File: config.mk
export PLATFORM = sky130hd
export DESIGN_NAME = bcd_convert_arbiter_flat
export DESIGN_NICKNAME = d
export VERILOG_FILES = /design/src/rtl/bcd_convert_arbiter_if.sv /design/src/rtl/bcd_convert_arbiter.sv /design/src/flat_wrapper.sv
export SDC_FILE = /design/constraint.sdc
export NUM_CORES = 1
export LEC_CHECK = 0
export BUFFER_PORTS_ARGS = -buffer_cell sky130_fd_sc_hd__buf_2
export CELL_PAD_IN_SITES_DETAIL_PLACEMENT = 2
export CELL_PAD_IN_SITES_GLOBAL_PLACEMENT = 2
export CORE_AREA = 2 2 123 125
export CTS_BUF_LIST = sky130_fd_sc_hd__clkbuf_16
export CTS_CLUSTER_DIAMETER = 120
export CTS_CLUSTER_SIZE = 10
export DETAILED_ROUTE_END_ITERATION = 6
export DIE_AREA = 0 0 125 127
export PLACE_DENSITY_LB_ADDON = 0.1
export REMOVE_ABC_BUFFERS = 1
export SKIP_CTS_REPAIR_TIMING = 1
export SLEW_MARGIN = 40
export SYNTH_ARGS = -nofsm -noshare
export SYNTH_HDL_FRONTEND = slang
export SYNTH_SLANG_ARGS = --single-unit
File: constraint.sdc
create_clock -name clk -period 3.45 [get_ports clk]
set_input_delay 0.5175 -clock clk [delete_from_list [all_inputs] [get_ports clk]]
set_output_delay 0.5175 -clock clk [all_outputs]
set_load 0.1 [all_outputs]
File: src/rtl/bcd_convert_arbiter_if.sv
// Request/result bundle for the shared binary-to-BCD converter.
// The master modport is the requester side; the slave modport is the converter side.
interface bcd_convert_arbiter_if #(
    parameter int IN_W   = 17,
    parameter int DIGITS = 5
);
    logic                  req_a;
    logic [IN_W-1:0]       bin_a;
    logic                  req_b;
    logic [IN_W-1:0]       bin_b;
    logic                  gnt_a;
    logic                  gnt_b;
    logic                  busy;
    logic                  done;
    logic                  done_id;
    logic [4*DIGITS-1:0]   bcd_out;
    logic                  ovf;

    modport master (
        output req_a, bin_a, req_b, bin_b,
        input  gnt_a, gnt_b, busy, done, done_id, bcd_out, ovf
    );

    modport slave (
        input  req_a, bin_a, req_b, bin_b,
        output gnt_a, gnt_b, busy, done, done_id, bcd_out, ovf
    );
endinterface

File: src/rtl/bcd_convert_arbiter.sv
// Two-port round-robin arbiter in front of an iterative double-dabble BCD converter.
// Optional macro BCD_SAT_EN: saturate bcd_out to all nines when the input overflows DIGITS digits.
module bcd_convert_arbiter #(
    parameter int IN_W   = 17,
    parameter int DIGITS = 5
) (
    input  logic                  clk,
    input  logic                  rst_n,
    bcd_convert_arbiter_if.slave  bus
);

    localparam int ACC_W = 4 * (DIGITS + 1);
    localparam int OUT_W = 4 * DIGITS;
    localparam logic [4:0] LAST_CNT = 5'(IN_W - 1);

    typedef enum logic [1:0] {
        IDLE  = 2'd0,
        SHIFT = 2'd1,
        DONE  = 2'd2
    } state_e;

    state_e              state_q, state_d;
    logic [4:0]          cnt_q, cnt_d;
    logic [IN_W-1:0]     sreg_q, sreg_d;
    logic [ACC_W-1:0]    acc_q, acc_d;
    logic                cur_id_q, cur_id_d;
    logic                last_id_q, last_id_d;
    logic [OUT_W-1:0]    bcd_q, bcd_d;
    logic                ovf_q, ovf_d;
    logic                done_id_q, done_id_d;

    logic                gnt_a_w, gnt_b_w;
    logic [ACC_W-1:0]    acc_adj;

    // Add 3 to every digit that is 5 or more, so the following shift carries correctly.
    function automatic logic [ACC_W-1:0] add3(input logic [ACC_W-1:0] a);
        logic [ACC_W-1:0] r;
        r = a;
        for (int d = 0; d < DIGITS + 1; d++) begin
            if (a[4*d +: 4] >= 4'd5) begin
                r[4*d +: 4] = a[4*d +: 4] + 4'd3;
            end
        end
        return r;
    endfunction

    // ------------------------------------------------------------------
    // FSM: state register
    // ------------------------------------------------------------------
    // NOTE: sequential state uses non-blocking (<=) so every flop samples pre-edge values.
    always_ff @(posedge clk or negedge rst_n) begin
        if (!rst_n) begin
            state_q <= IDLE;
        end else begin
            state_q <= state_d;
        end
    end

    // ------------------------------------------------------------------
    // FSM: next-state logic
    // ------------------------------------------------------------------
    // NOTE: assign a default before the case so no path leaves state_d unassigned (no latch).
    always_comb begin
        state_d = state_q;
        unique case (state_q)
            IDLE:    if (gnt_a_w || gnt_b_w) state_d = SHIFT;
            SHIFT:   if (cnt_q == LAST_CNT)  state_d = DONE;
            DONE:    state_d = IDLE;
            default: state_d = IDLE;
        endcase
    end

    // ------------------------------------------------------------------
    // FSM: outputs (grants only in IDLE; last_id breaks ties)
    // ------------------------------------------------------------------
    always_comb begin
        gnt_a_w = 1'b0;
        gnt_b_w = 1'b0;
        if (state_q == IDLE) begin
            if (bus.req_a && bus.req_b) begin
                gnt_a_w = last_id_q;
                gnt_b_w = !last_id_q;
            end else begin
                gnt_a_w = bus.req_a;
                gnt_b_w = bus.req_b;
            end
        end
    end

    assign bus.gnt_a   = gnt_a_w;
    assign bus.gnt_b   = gnt_b_w;
    assign bus.busy    = (state_q != IDLE);
    assign bus.done    = (state_q == DONE);
    assign bus.done_id = done_id_q;
    assign bus.bcd_out = bcd_q;
    assign bus.ovf     = ovf_q;

    // ------------------------------------------------------------------
    // Datapath next-state
    // ------------------------------------------------------------------
    assign acc_adj = add3(acc_q);

    always_comb begin
        cnt_d     = cnt_q;
        sreg_d    = sreg_q;
        acc_d     = acc_q;
        cur_id_d  = cur_id_q;
        last_id_d = last_id_q;
        bcd_d     = bcd_q;
        ovf_d     = ovf_q;
        done_id_d = done_id_q;

        unique case (state_q)
            IDLE: begin
                if (gnt_a_w || gnt_b_w) begin
                    sreg_d    = gnt_b_w ? bus.bin_b : bus.bin_a;
                    acc_d     = '0;
                    cnt_d     = '0;
                    cur_id_d  = gnt_b_w;
                    last_id_d = gnt_b_w;
                end
            end
            SHIFT: begin
                {acc_d, sreg_d} = {acc_adj, sreg_q} << 1;
                cnt_d = cnt_q + 5'd1;
                // Result registers load on the edge into DONE so they are valid while done is high.
                if (cnt_q == LAST_CNT) begin
                    ovf_d     = (acc_d[ACC_W-1 -: 4] != 4'd0);
                    done_id_d = cur_id_q;
`ifdef BCD_SAT_EN
                    bcd_d = ovf_d ? {DIGITS{4'h9}} : acc_d[OUT_W-1:0];
`else
                    bcd_d = acc_d[OUT_W-1:0];
`endif
                end
            end
            default: ;
        endcase
    end

    // Reset returns to B as last winner so A takes the first tie.
    always_ff @(posedge clk or negedge rst_n) begin
        if (!rst_n) begin
            cnt_q     <= '0;
            sreg_q    <= '0;
            acc_q     <= '0;
            cur_id_q  <= 1'b0;
            last_id_q <= 1'b1;
            bcd_q     <= '0;
            ovf_q     <= 1'b0;
            done_id_q <= 1'b0;
        end else begin
            cnt_q     <= cnt_d;
            sreg_q    <= sreg_d;
            acc_q     <= acc_d;
            cur_id_q  <= cur_id_d;
            last_id_q <= last_id_d;
            bcd_q     <= bcd_d;
            ovf_q     <= ovf_d;
            done_id_q <= done_id_d;
        end
    end

endmodule
File: src/flat_wrapper.sv
// flat-port wrapper written by rule: the top's interface ports become plain ports
module bcd_convert_arbiter_flat 
#(
    parameter int IN_W   = 17,
    parameter int DIGITS = 5
)
  (clk, rst_n, bus_req_a, bus_bin_a, bus_req_b, bus_bin_b, bus_gnt_a, bus_gnt_b, bus_busy, bus_done, bus_done_id, bus_bcd_out, bus_ovf);
  bcd_convert_arbiter_if #(.IN_W(IN_W), .DIGITS(DIGITS)) bus_i ();
  input  logic clk;
  input  logic rst_n;
  input wire logic [$bits(bus_i.req_a)-1:0] bus_req_a;
  input wire logic [$bits(bus_i.bin_a)-1:0] bus_bin_a;
  input wire logic [$bits(bus_i.req_b)-1:0] bus_req_b;
  input wire logic [$bits(bus_i.bin_b)-1:0] bus_bin_b;
  output wire logic [$bits(bus_i.gnt_a)-1:0] bus_gnt_a;
  output wire logic [$bits(bus_i.gnt_b)-1:0] bus_gnt_b;
  output wire logic [$bits(bus_i.busy)-1:0] bus_busy;
  output wire logic [$bits(bus_i.done)-1:0] bus_done;
  output wire logic [$bits(bus_i.done_id)-1:0] bus_done_id;
  output wire logic [$bits(bus_i.bcd_out)-1:0] bus_bcd_out;
  output wire logic [$bits(bus_i.ovf)-1:0] bus_ovf;
  assign bus_i.req_a = bus_req_a;
  assign bus_i.bin_a = bus_bin_a;
  assign bus_i.req_b = bus_req_b;
  assign bus_i.bin_b = bus_bin_b;
  assign bus_gnt_a = bus_i.gnt_a;
  assign bus_gnt_b = bus_i.gnt_b;
  assign bus_busy = bus_i.busy;
  assign bus_done = bus_i.done;
  assign bus_done_id = bus_i.done_id;
  assign bus_bcd_out = bus_i.bcd_out;
  assign bus_ovf = bus_i.ovf;
  bcd_convert_arbiter #(.IN_W(IN_W), .DIGITS(DIGITS)) u_core (.clk(clk), .rst_n(rst_n), .bus(bus_i));
endmodule
==> metrics.txt <==
Slew Viols, Final 0; first-pass GRT wire length 15870 um; number of max-cap violations 0; Reg2Reg Setup Slack 1410 ps; Remaining DRCs 0; drt wl/cell 15.77 um; WP data arrival 1730 ps; crit path capture type output pin; Worst-Skew Late Latency 330 ps; share of cells above drive strength 1 21.62%; worst reg2reg path depth 6; Seq/Total Area, Yosys 50.49%; power consumption 4.835 mW; Max H-tree Level 3; Detailed Route WL 9541 um; Sum Neg Setup Slack 0 ps; Yosys top cell area share 49.75%; clock skew 9.056 ps; Iteration-0 DRC Markers 120; count leader, synth dfrtp_1; Die X 125 um; startpoint types flop; Slew @ Worst Pin 694.7 ps; gr ovfl total 0; port bufs 63; TritonCTS Buffers 9; largest net degree at the start of global routing 73; Cells after Synth 358; worst endpoint required time 2930 ps; slew margin rel. 53.51%; drt via density 4.770; Routed Antenna Nets 0; CTS tree built; Net count, final 469; post-synth top area cell dfrtp_1; Setup CP Type reg -> out; Hold WC Path Type in -> async; root buffer cell clkbuf_16; Crit Path Max Fanout 5; gr usage total 12.64%; RSZ-0062 raised after global routing no; Peak VDD IR 0.2260 mV; Most used DFF post-synth dfrtp_1; Mean Syn Cell Area 9.975 um^2; Post-synth EDFFs 0; n_diodes 0; Power Density 1127 mW/mm^2; synthesized cell area 0.003571 mm^2; Worst R2R End u_core.bus.bcd_out[6]$_DFFE_PN0P_; Core Area 0.01442 mm^2; Placer Congestion 0.7185; filler cell count 1617; Final Cycle Share 65.04%; Async S/R FF share, synth 100.0%; vias in the first global route 3112; initial antenna violation count 0; Post-synth top cells dfrtp_1, nand2_1, o21ai_0; Max Freq 445.6 MHz; clock-pin slew on the worst setup and hold paths 60 ps; P_leak 2.110 nW; Ys Warns 0; number of distinct library cells after synthesis 34; num ports 64; reg-to-reg startpoint u_core.cnt_q[0]$_DFFE_PN0P_; final hold violations 0; status finished clean; Site Rows 44; post-layout min period 2244 ps; top area cells in the synthesized netlist dfrtp_1, mux2i_1, nand2_1; maximum clock path buffer count 2; first drt pass iteration count 4; CTS sink count 72; Finish-stage setup viols 0; number of synthesized register bits 72; dpl hpwl 6366 um; via count 2886; Total Die Area 0.01588 mm^2; hold slack 208.5 ps; Initial Util 24.76%; Die Height 127 um; Layout area overhead 20.18%
## worst max path at each step
stage / start / end / slack [ps] / depth (start not counted)
floorplan: u_core.state_q[0]$_DFFE_PN0P_ / bus_gnt_a / 560 / 3
global placement: u_core.cnt_q[0]$_DFFE_PN0P_ / u_core.bus.bcd_out[5]$_DFFE_PN0P_ / 1390 / 6
detailed placement: u_core.cnt_q[0]$_DFFE_PN0P_ / u_core.bus.bcd_out[9]$_DFFE_PN0P_ / 1310 / 6
CTS: u_core.state_q[0]$_DFFE_PN0P_ / bus_gnt_b / 1160 / 4
global route: u_core.state_q[0]$_DFFE_PN0P_ / bus_gnt_b / 1090 / 4
finish: u_core.state_q[0]$_DFFE_PN0P_ / bus_gnt_b / 1210 / 4
## placed cells by master (no fill, tap or decap), types with 10 or more instances in the layout
master,instances
o21ai_1,27
buf_2,62
inv_1,21
nand2_1,50
a21oi_1,14
mux2i_1,19
a22oi_1,16
dfrtp_1,71
ha_1,14
nand3_1,10
o21ai_0,37
## cell type report
cell class	instances	area (um^2)	area share (%)
timing repair buffer	66	344.1	8.017
inverter	18	70.07	1.633
sequential	72	1803	42.01
tap	184	230.2	5.364
clock buffer	9	225.2	5.248
multi-input combinational	250	1597	37.20
clock inverter	6	22.52	0.5248
## worst max-delay path, stage by stage, from the launching register on
cell and delay [ps]:
dfrtp_1 420, nor2_1 280, nand3_1 150, inv_1 110, buf_2 440
## state kept, by name, summed over array words and instances (netlist names)
| register | count |
|---|---|
| u_core.bus.ovf | 1 |
| u_core.bus.done_id | 1 |
| u_core.sreg_q | 17 |
| u_core.last_id_q | 1 |
| u_core.state_q | 2 |
| u_core.cur_id_q | 1 |
| u_core.bus.bcd_out | 20 |
| u_core.acc_q | 24 |
| u_core.cnt_q | 5 |
## cells by family (layout without fill, tap and decap cells)
| logic type | after synthesis | after routing | share of synthesized area, % |
|---|---|---|---|
| buf+inv | 36 | 99 | 5.185 |
| fa+ha+maj | 14 | 14 | 4.905 |
| flops | 72 | 72 | 50.49 |
| simple gates | 99 | 99 | 13.56 |
| mux | 27 | 27 | 7.849 |
| xor+xnor | 6 | 6 | 1.472 |
| compound gates | 104 | 104 | 16.54 |
## report_power, final
part / leakage [nW] / switching, mW / internal, mW
sequential: 0.915 / 0.315 / 1.23
combinational: 1.06 / 1.78 / 0.708
clock: 0.135 / 0.340 / 0.467
## through the flow
step | utilization (%) | area, um^2 | instances | worst slack [ps]
2_1_floorplan | - | 3456 | 340 | 563.3
3_3_place_gp | 27.94 | 4030 | 590 | 1387
3_5_place_dp | 28.04 | 4044 | 590 | 1314
4_1_cts | 29.75 | 4292 | 605 | 1162
5_1_grt | 29.75 | 4292 | 605 | 1094
6_report | 29.75 | 4292 | 605 | 1206
## per-layer routing
layer | up-vias | part of all wire, % | global-route usage, % | routed length, um
met5 | - | 0 | 0 | 0
met4 | 0 | 1.6 | 5.817 | 150
met3 | 11 | 4.0 | 2.638 | 381
met2 | 59 | 49 | 21.64 | 4672
met1 | 1438 | 45 | 15.34 | 4336
li1 | 1378 | - | - | -
(Power assumes the default switching activity.)
